[config.mk]
export PLATFORM = sky130hd
export DESIGN_NAME = word_serialiser
export DESIGN_NICKNAME = d
export VERILOG_FILES = /design/src/rtl/serialiser_pkg.sv /design/src/rtl/word_serialiser_counter.sv /design/src/rtl/word_serialiser.sv
export SDC_FILE = /design/constraint.sdc
export NUM_CORES = 1
export LEC_CHECK = 0
export BUFFER_PORTS_ARGS = -buffer_cell sky130_fd_sc_hd__buf_2
export CAP_MARGIN = 30
export CORE_AREA = 2 2 39 41
export DETAILED_ROUTE_END_ITERATION = 16
export DIE_AREA = 0 0 41 43
export PLACE_DENSITY = 0.56
export SYNTH_ARGS = -nofsm -noshare
export SYNTH_HDL_FRONTEND = slang
export SYNTH_SLANG_ARGS = --single-unit
[constraint.sdc]
create_clock -name clk -period 1.2 [get_ports clk]
set_input_delay 0.24 -clock clk [delete_from_list [all_inputs] [get_ports clk]]
set_output_delay 0.24 -clock clk [all_outputs]
set_load 0.01 [all_outputs]
[src/rtl/serialiser_pkg.sv]
// Shared types and constants for the word serialiser.
// SERIAL_PARITY_EN adds the PAR state used for the trailing even-parity bit.
package serialiser_pkg;

   localparam int N_MIN = 2;
   localparam int N_MAX = 32;

`ifdef SERIAL_PARITY_EN
   typedef enum logic [1:0] {IDLE, SHIFT, PAR} ser_state_t;
`else
   typedef enum logic [1:0] {IDLE, SHIFT} ser_state_t;
`endif

endpackage

[src/rtl/word_serialiser_counter.sv]
// Synchronous-reset modulo-M counter with enable; tc flags the last count value.
module mod_counter #(
   parameter int M = 4
) (
   input  logic                 clk,
   input  logic                 reset,
   input  logic                 en,
   output logic [$clog2(M)-1:0] count,
   output logic                 tc
);

   localparam int CW = $clog2(M);

   assign tc = (count == CW'(M - 1));

   always_ff @(posedge clk) begin
      if (reset)
         count <= '0;
      else if (en)
         count <= tc ? '0 : count + CW'(1);
   end

endmodule

[src/rtl/word_serialiser.sv]
// Parallel-in/serial-out stage: captures an N-bit word and shifts it out one bit per clock.
// Define SERIAL_PARITY_EN to append an even-parity bit after the data bits.
module word_serialiser
   import serialiser_pkg::*;
#(
   parameter int N         = 4,
   parameter bit MSB_FIRST = 1'b0
) (
   input  logic                 clk,
   input  logic                 reset,
   input  logic [N-1:0]         d,
   input  logic                 d_valid,
   output logic                 d_ready,
   output logic                 ser_out,
   output logic                 ser_valid,
   output logic                 ser_sof,
   output logic                 busy,
   output ser_state_t           state_dbg,
   output logic [$clog2(N)-1:0] count_dbg
);

   ser_state_t     state_q, state_d;
   logic [N-1:0]   sh_q, sh_d;
   logic           ser_out_d, ser_valid_d, ser_sof_d;
   logic           cnt_tc;
   logic           load_bit, shift_bit;
   logic [N-1:0]   load_rest, shift_rest;

   // Handshake: a word transfers on any edge where d_valid && d_ready; d_ready depends
   // only on state, so upstream must hold d/d_valid until it sees d_ready high.
   assign d_ready   = (state_q == IDLE);
   assign busy      = (state_q != IDLE);
   assign state_dbg = state_q;

   mod_counter #(.M(N)) u_bit_cnt (
      .clk   (clk),
      .reset (reset),
      .en    (state_q == SHIFT),
      .count (count_dbg),
      .tc    (cnt_tc)
   );

   generate
      if (MSB_FIRST) begin : g_msb_first
         assign load_bit   = d[N-1];
         assign load_rest  = {d[N-2:0], 1'b0};
         assign shift_bit  = sh_q[N-1];
         assign shift_rest = {sh_q[N-2:0], 1'b0};
      end else begin : g_lsb_first
         assign load_bit   = d[0];
         assign load_rest  = {1'b0, d[N-1:1]};
         assign shift_bit  = sh_q[0];
         assign shift_rest = {1'b0, sh_q[N-1:1]};
      end
   endgenerate

`ifdef SERIAL_PARITY_EN
   logic par_q;

   always_ff @(posedge clk) begin
      if (reset)
         par_q <= 1'b0;
      else if (d_valid && d_ready)
         par_q <= ^d;
   end
`endif

   // Bit 0 is driven straight from d on the accept edge, so the register keeps only the rest.
   always_comb begin
      state_d     = state_q;
      sh_d        = sh_q;
      ser_out_d   = 1'b0;
      ser_valid_d = 1'b0;
      ser_sof_d   = 1'b0;
      case (state_q)
         IDLE: begin
            if (d_valid) begin
               state_d     = SHIFT;
               sh_d        = load_rest;
               ser_out_d   = load_bit;
               ser_valid_d = 1'b1;
               ser_sof_d   = 1'b1;
            end
         end
         SHIFT: begin
            if (cnt_tc) begin
`ifdef SERIAL_PARITY_EN
               state_d     = PAR;
               ser_out_d   = par_q;
               ser_valid_d = 1'b1;
`else
               state_d     = IDLE;
`endif
            end else begin
               sh_d        = shift_rest;
               ser_out_d   = shift_bit;
               ser_valid_d = 1'b1;
            end
         end
`ifdef SERIAL_PARITY_EN
         PAR: state_d = IDLE;
`endif
         default: state_d = IDLE;
      endcase
   end

   always_ff @(posedge clk) begin
      if (reset) begin
         state_q   <= IDLE;
         sh_q      <= '0;
         ser_out   <= 1'b0;
         ser_valid <= 1'b0;
         ser_sof   <= 1'b0;
      end else begin
         state_q   <= state_d;
         sh_q      <= sh_d;
         ser_out   <= ser_out_d;
         ser_valid <= ser_valid_d;
         ser_sof   <= ser_sof_d;
      end
   end

endmodule

# [Word level (Yosys, flattened, before mapping)]
# Index checks and enable logic that the tools add are counted.
[word_totals] ff_bits=11 output_inout_bits=9 wordCells=32
[op_classes] n_addsub=1 n_eq_ne=5 n_mux=13 bitwise_logic=1 n_reduce_logical=6
[op_table] operator="4-bit two-way mux" n=2
[op_table] operator="4-bit case mux with 2 select lines" n=1
[op_table] operator="2-bit two-way mux" n=3
[op_table] operator="2-bit inequality test (second input constant)" n=3
[op_table] operator="1-bit two-way mux" n=4
[op_table] operator="1-bit case mux with 2 select lines" n=2
[op_table] operator="2-bit case mux with 2 select lines" n=1
[op_table] operator="2-bit nonzero test" n=2
[op_table] operator="3-bit AND reduction" n=1
[op_table] operator="2-bit by 1-bit adder with 2-bit output (second input constant)" n=1
[op_table] operator="2-bit by 1-bit equality test with 1-bit output (second input constant)" n=1
[op_table] operator="2-bit equality test (second input constant)" n=1
[op_table] operator="2-bit logical NOT" n=1
[op_table] operator="2-bit AND reduction" n=1
[op_table] operator="2-bit OR reduction" n=1
[op_table] operator="1-bit NOT" n=1

# [Depth between registers and ports, before layout]
[depth] depth_word=3 ltp_mapped=5

# [Cells and area by module]
# A second synthesis with hierarchy kept.
[hier_totals] cells_unflattened=38 hier_area_um2=359.1
[modules_own_cells] mod="word_serialiser" instances=1 cells_per_inst=30 area_each_um2=272.8 seq_area_each_um2=140.1
[modules_own_cells] mod="mod_counter" instances=1 cells_per_inst=8 area_each_um2=86.3 seq_area_each_um2=40.0

# [Worst setup path before layout]
# Ideal clock, no wire load.
[synth_path] path_kind="flip-flop to flip-flop" start="register state_q[0], in the netlist state_dbg[0]" end="register sh_q[2]" setup_ps=117 arrival_ps=1061 required_time_ps=1083 setup_slack_ps=22 path_stages_with_launch=6 path_buffers=2 path_cell_list="dfxtp_1 -> buf_6 -> or2_0 -> buf_2 -> nand2_1 -> a32o_1"
[synth_via] elab_chain_len=3 word_cells_on_any_way=7 classes_between="3 x eq/ne; 1 x mux; 3 x reduce/logical"
[synth_rtl] item="from (decl)" line="word_serialiser.sv:22" source="ser_state_t state_q, state_d;"
[synth_rtl] item="from (signal assigned)" line="word_serialiser.sv:115" source="state_q <= state_d;"
[synth_rtl] item="2-bit by 1-bit equality test with 1-bit output / 2-bit logical NOT (equally long branches)" line="word_serialiser.sv:75" source="case (state_q)"
[synth_rtl] item="2-bit inequality test (no source line) / 2-bit nonzero test (equally long branches)"
[synth_rtl] item="3-bit AND reduction (no source line)"
[synth_rtl] item="to (signal assigned)" line="word_serialiser.sv:110" source="sh_q <= '0;"
[synth_rtl] item="to (signal assigned)" line="word_serialiser.sv:116" source="sh_q <= sh_d;"
[synth_rtl] item="to (decl)" line="word_serialiser.sv:23" source="logic [N-1:0] sh_q, sh_d;"
# Parallel ways exist; a longest one is shown, timed or not.
# A chain may end at the register's enable or synchronous reset.

# [Final worst setup path]
[layout_path] start="register u_bit_cnt.count[0]" end="register sh_q[2]"
[layout_via] elab_chain_len=3
[layout_rtl] item="from (decl)" line="word_serialiser_counter.sv:8" source="output logic [$clog2(M)-1:0] count,"
[layout_rtl] item="from (signal assigned)" line="word_serialiser_counter.sv:20" source="count <= tc ? '0 : count + CW'(1);"
[layout_rtl] item="2-bit equality test" line="word_serialiser_counter.sv:14" source="assign tc = (count == CW'(M - 1));"
[layout_rtl] item="2-bit inequality test (no source line)"
[layout_rtl] item="3-bit AND reduction (no source line)"
# No other way between the ends.

==> qor.csv <==
stage;metric;value;unit
run_status;status;finished, final reports clean;
global_route;grt_use_met2;14.7;%
clock_network;clockBufferDepth;2;
worst_setup_path;path_cells;ha_1 -> nand2_2 -> nand2_1 -> a32o_1;
yosys;ys_seq_elements;9;
power_and_ir_drop;power.leakage;0.247;nW
die;die_h;43;microns
worst_setup_path;crit_type;reg -> reg;
die;coreArea;1380;sq um
finish;finalNonFillerCells;71;
sta;max_freq;894;MHz
sta;post-route-period-util;93.2;%
global_route;use_met1;12.3;%
finish;final_common_cell;buf_2;
die;chipWidth;41;microns
yosys;synth_xor_area_share;0;%
finish;mostFrequentLayoutCells;buf_2 (14), dfxtp_1 (7), nor2_1 (4);
worst_setup_path;slowest_delay;0.34;ns
clock_network;h-tree-depth;1;
finish;fill_cells;142;
place;gp_congestion;0.713;
yosys;synth_top_family_by_area;simple AND/OR/NAND/NOR gates;
clock_network;clock-sinks;9;
die;num_io_pins;16;
power_and_ir_drop;power_density;1350;nW/um^2
finish;drive_gt1_share;41.8;%
yosys;synth_mux_area_share;7.69;%
worst_setup_path;slowest_stage;dfxtp_2;
sta;skew;0.00268;ns
yosys;synth_seq_area_share;46.2;%
sta;setup_viol;0;
yosys;synth_fa_ha_area_share;6.41;%
finish;fin_area;488;sq um
finish;n_antenna_cell;0;
route;antenna_left;0;
clock_network;path_clk_slew;0.06;ns
yosys;synth_compound_area_share;12.5;%
route;drc;0;
yosys;yosys_warnings;0;
global_route;overflow;0;
worst_setup_path;cp-start-kind;flip-flop;
finish;nets;65;
global_route;grt_max_degree;8;
global_route;antenna_found_initial;0;
finish;syn2layout_area_growth;25.0;%
clock_network;tritoncts;yes;
sta;whs;0.192;ns
die;dieArea;1760;sq um
yosys;synth_area_per_cell;9.76;sq um
route;drt_first_pass_iters;6;
yosys;synth_area;390;sq um
die;start_util;28.2;%
place;dp_hpwl;559;microns
global_route;grt_use_total;11.4;%
place;dp_cells;67;
global_route;grt_use_met3;9.95;%
global_route;grt_pass1_wl;1260;microns
yosys;yosys.area_share.simple;16.3;%
global_route;grt_pass1_vias;300;
route;vias;323;
place;io_buffer_count;14;
worst_setup_path;worstPathMaxFanout;5;
global_route;grt-busiest-layer;met2;
worst_setup_path;cp_data_required_time;1.35;ns
clock_network;clk_latency;0.25;ns
route;drt_wl_total;726;microns
route;wl_per_cell;10.2;microns
power_and_ir_drop;vdd_drop_max;0.759;mV
sta;slew_violations;0;
sta;min_period;1.12;ns
route;drt_iter0_markers;1;
yosys;syn_inst;40;
sta;final_hold_viol_count;0;
worst_setup_path;end_kind;flip-flop;
route;via_per_inst;4.55;
place;place_area;457;sq um
die;rows;14;
worst_setup_path;critPathArrivalTime;1.27;ns
job;cap_violations;0;
clock_network;numCtsBuffers;3;
yosys;netlist-cell-type-count;19;
clock_network;clockRootBuffer;clkbuf_4;
min_path;hp-class;in -> reg;
yosys;syn-num-nets;49;
-- cells by family after synthesis --
group | count (synthesis)
other | 1
and+or+nand+nor | 12
muxes | 3
DFF | 9
AOI/OAI and AO/OA | 7
adders and majority gates | 2
buffers and inverters | 6
-- worst max-delay path: cells and delay by family, from the launching register on --
family                     cells  cell delay, ns
AOI/OAI and AO/OA              1            0.26
adders and majority gates      1            0.22
DFF                            1            0.34
and+or+nand+nor                2            0.19
-- synth_stat cells --
| cell type | count | share of area [%] |
|---|---|---|
| a32o_1 | 1 | 2.6 |
| inv_1 | 2 | 1.9 |
| buf_6 | 1 | 2.9 |
| and3_1 | 1 | 1.6 |
| a21oi_1 | 3 | 3.8 |
| nor2_1 | 4 | 3.8 |
| conb_1 | 1 | 0.96 |
| ha_1 | 2 | 6.4 |
| or2_0 | 1 | 1.6 |
| a311oi_1 | 2 | 4.5 |
| buf_2 | 1 | 1.3 |
| and3b_2 | 1 | 2.6 |
| buf_4 | 2 | 3.8 |
| a31oi_1 | 1 | 1.6 |
| nor3b_1 | 1 | 1.9 |
| and3_2 | 1 | 1.9 |
| nand2_1 | 3 | 2.9 |
| mux2i_1 | 3 | 7.7 |
| dfxtp_1 | 9 | 46 |
-- final timing paths --
kind                                                       from                    to  slack [ns]  cells after the start
worst max-delay path            u_bit_cnt.count[0]$_SDFFE_PP0P_  sh_q[2]$_SDFFE_PP0P_        0.08                      4
worst min-delay path                                       d[3]  sh_q[2]$_SDFFE_PP0P_        0.19                      2
worst max register to register  u_bit_cnt.count[0]$_SDFFE_PP0P_  sh_q[2]$_SDFFE_PP0P_        0.08                      4
worst min register to register             sh_q[2]$_SDFFE_PP0P_  sh_q[2]$_SDFFE_PP0P_        0.50                      1
-- power breakdown --
| part | internal (W) | leakage (nW) | switching (W) |
|---|---|---|---|
| logic | 0.0000459 | 0.157 | 0.0000500 |
| clock network | 0.000128 | 0.0150 | 0.000101 |
| registers | 0.000321 | 0.0750 | 0.0000126 |
| total | 0.000495 | 0.247 | 0.000163 |
-- sequential cells by signal, indices dropped and copies added, names as in the netlist --
| name | cells |
|---|---|
| sh_q | 3 |
| ser_valid | 1 |
| u_bit_cnt.count | 2 |
| ser_sof | 1 |
| ser_out | 1 |
| state_dbg | 1 |
-- metrics by stage --
stage,util (%),setup slack (ns),total power [W],TNS [ns]
floorplan,-,0.0218,0.000405,0
global placement,33.0,0.0652,0.000434,0
detailed placement,33.0,0.0316,0.000435,0
CTS,34.9,0.0146,0.000672,0
global route,35.3,-0.00359,0.000725,-0.00359
finish,35.3,0.0815,0.000658,0
-- layer usage --
metal / routed length, microns / vias up
met3: 57 / 2
met1: 351 / 141
met4: 14 / 0
li1: - / 168
met2: 302 / 12
met5: 0 / -
-- cell type report --
class / count / area [sq um] / area share [%]
multi-input cells: 25 / 174 / 35.6
flip-flops and latches: 9 / 183 / 37.4
inverters: 2 / 7.51 / 1.54
well taps: 16 / 20.0 / 4.10
repair buffers: 15 / 77.6 / 15.9
clock buffers: 4 / 26.3 / 5.38
-- what timing repair did --
| item | CTS | global route |
|---|---|---|
| gates resized for setup | 0 | 4 |
| hold endpoints to repair | 0 | 0 |
| endpoints found under the setup margin | 0 | 4 |
| hold buffers | 0 | 0 |
| setup buffers | 0 | 0 |
No activity file was read; power rests on OpenSTA's default activity.
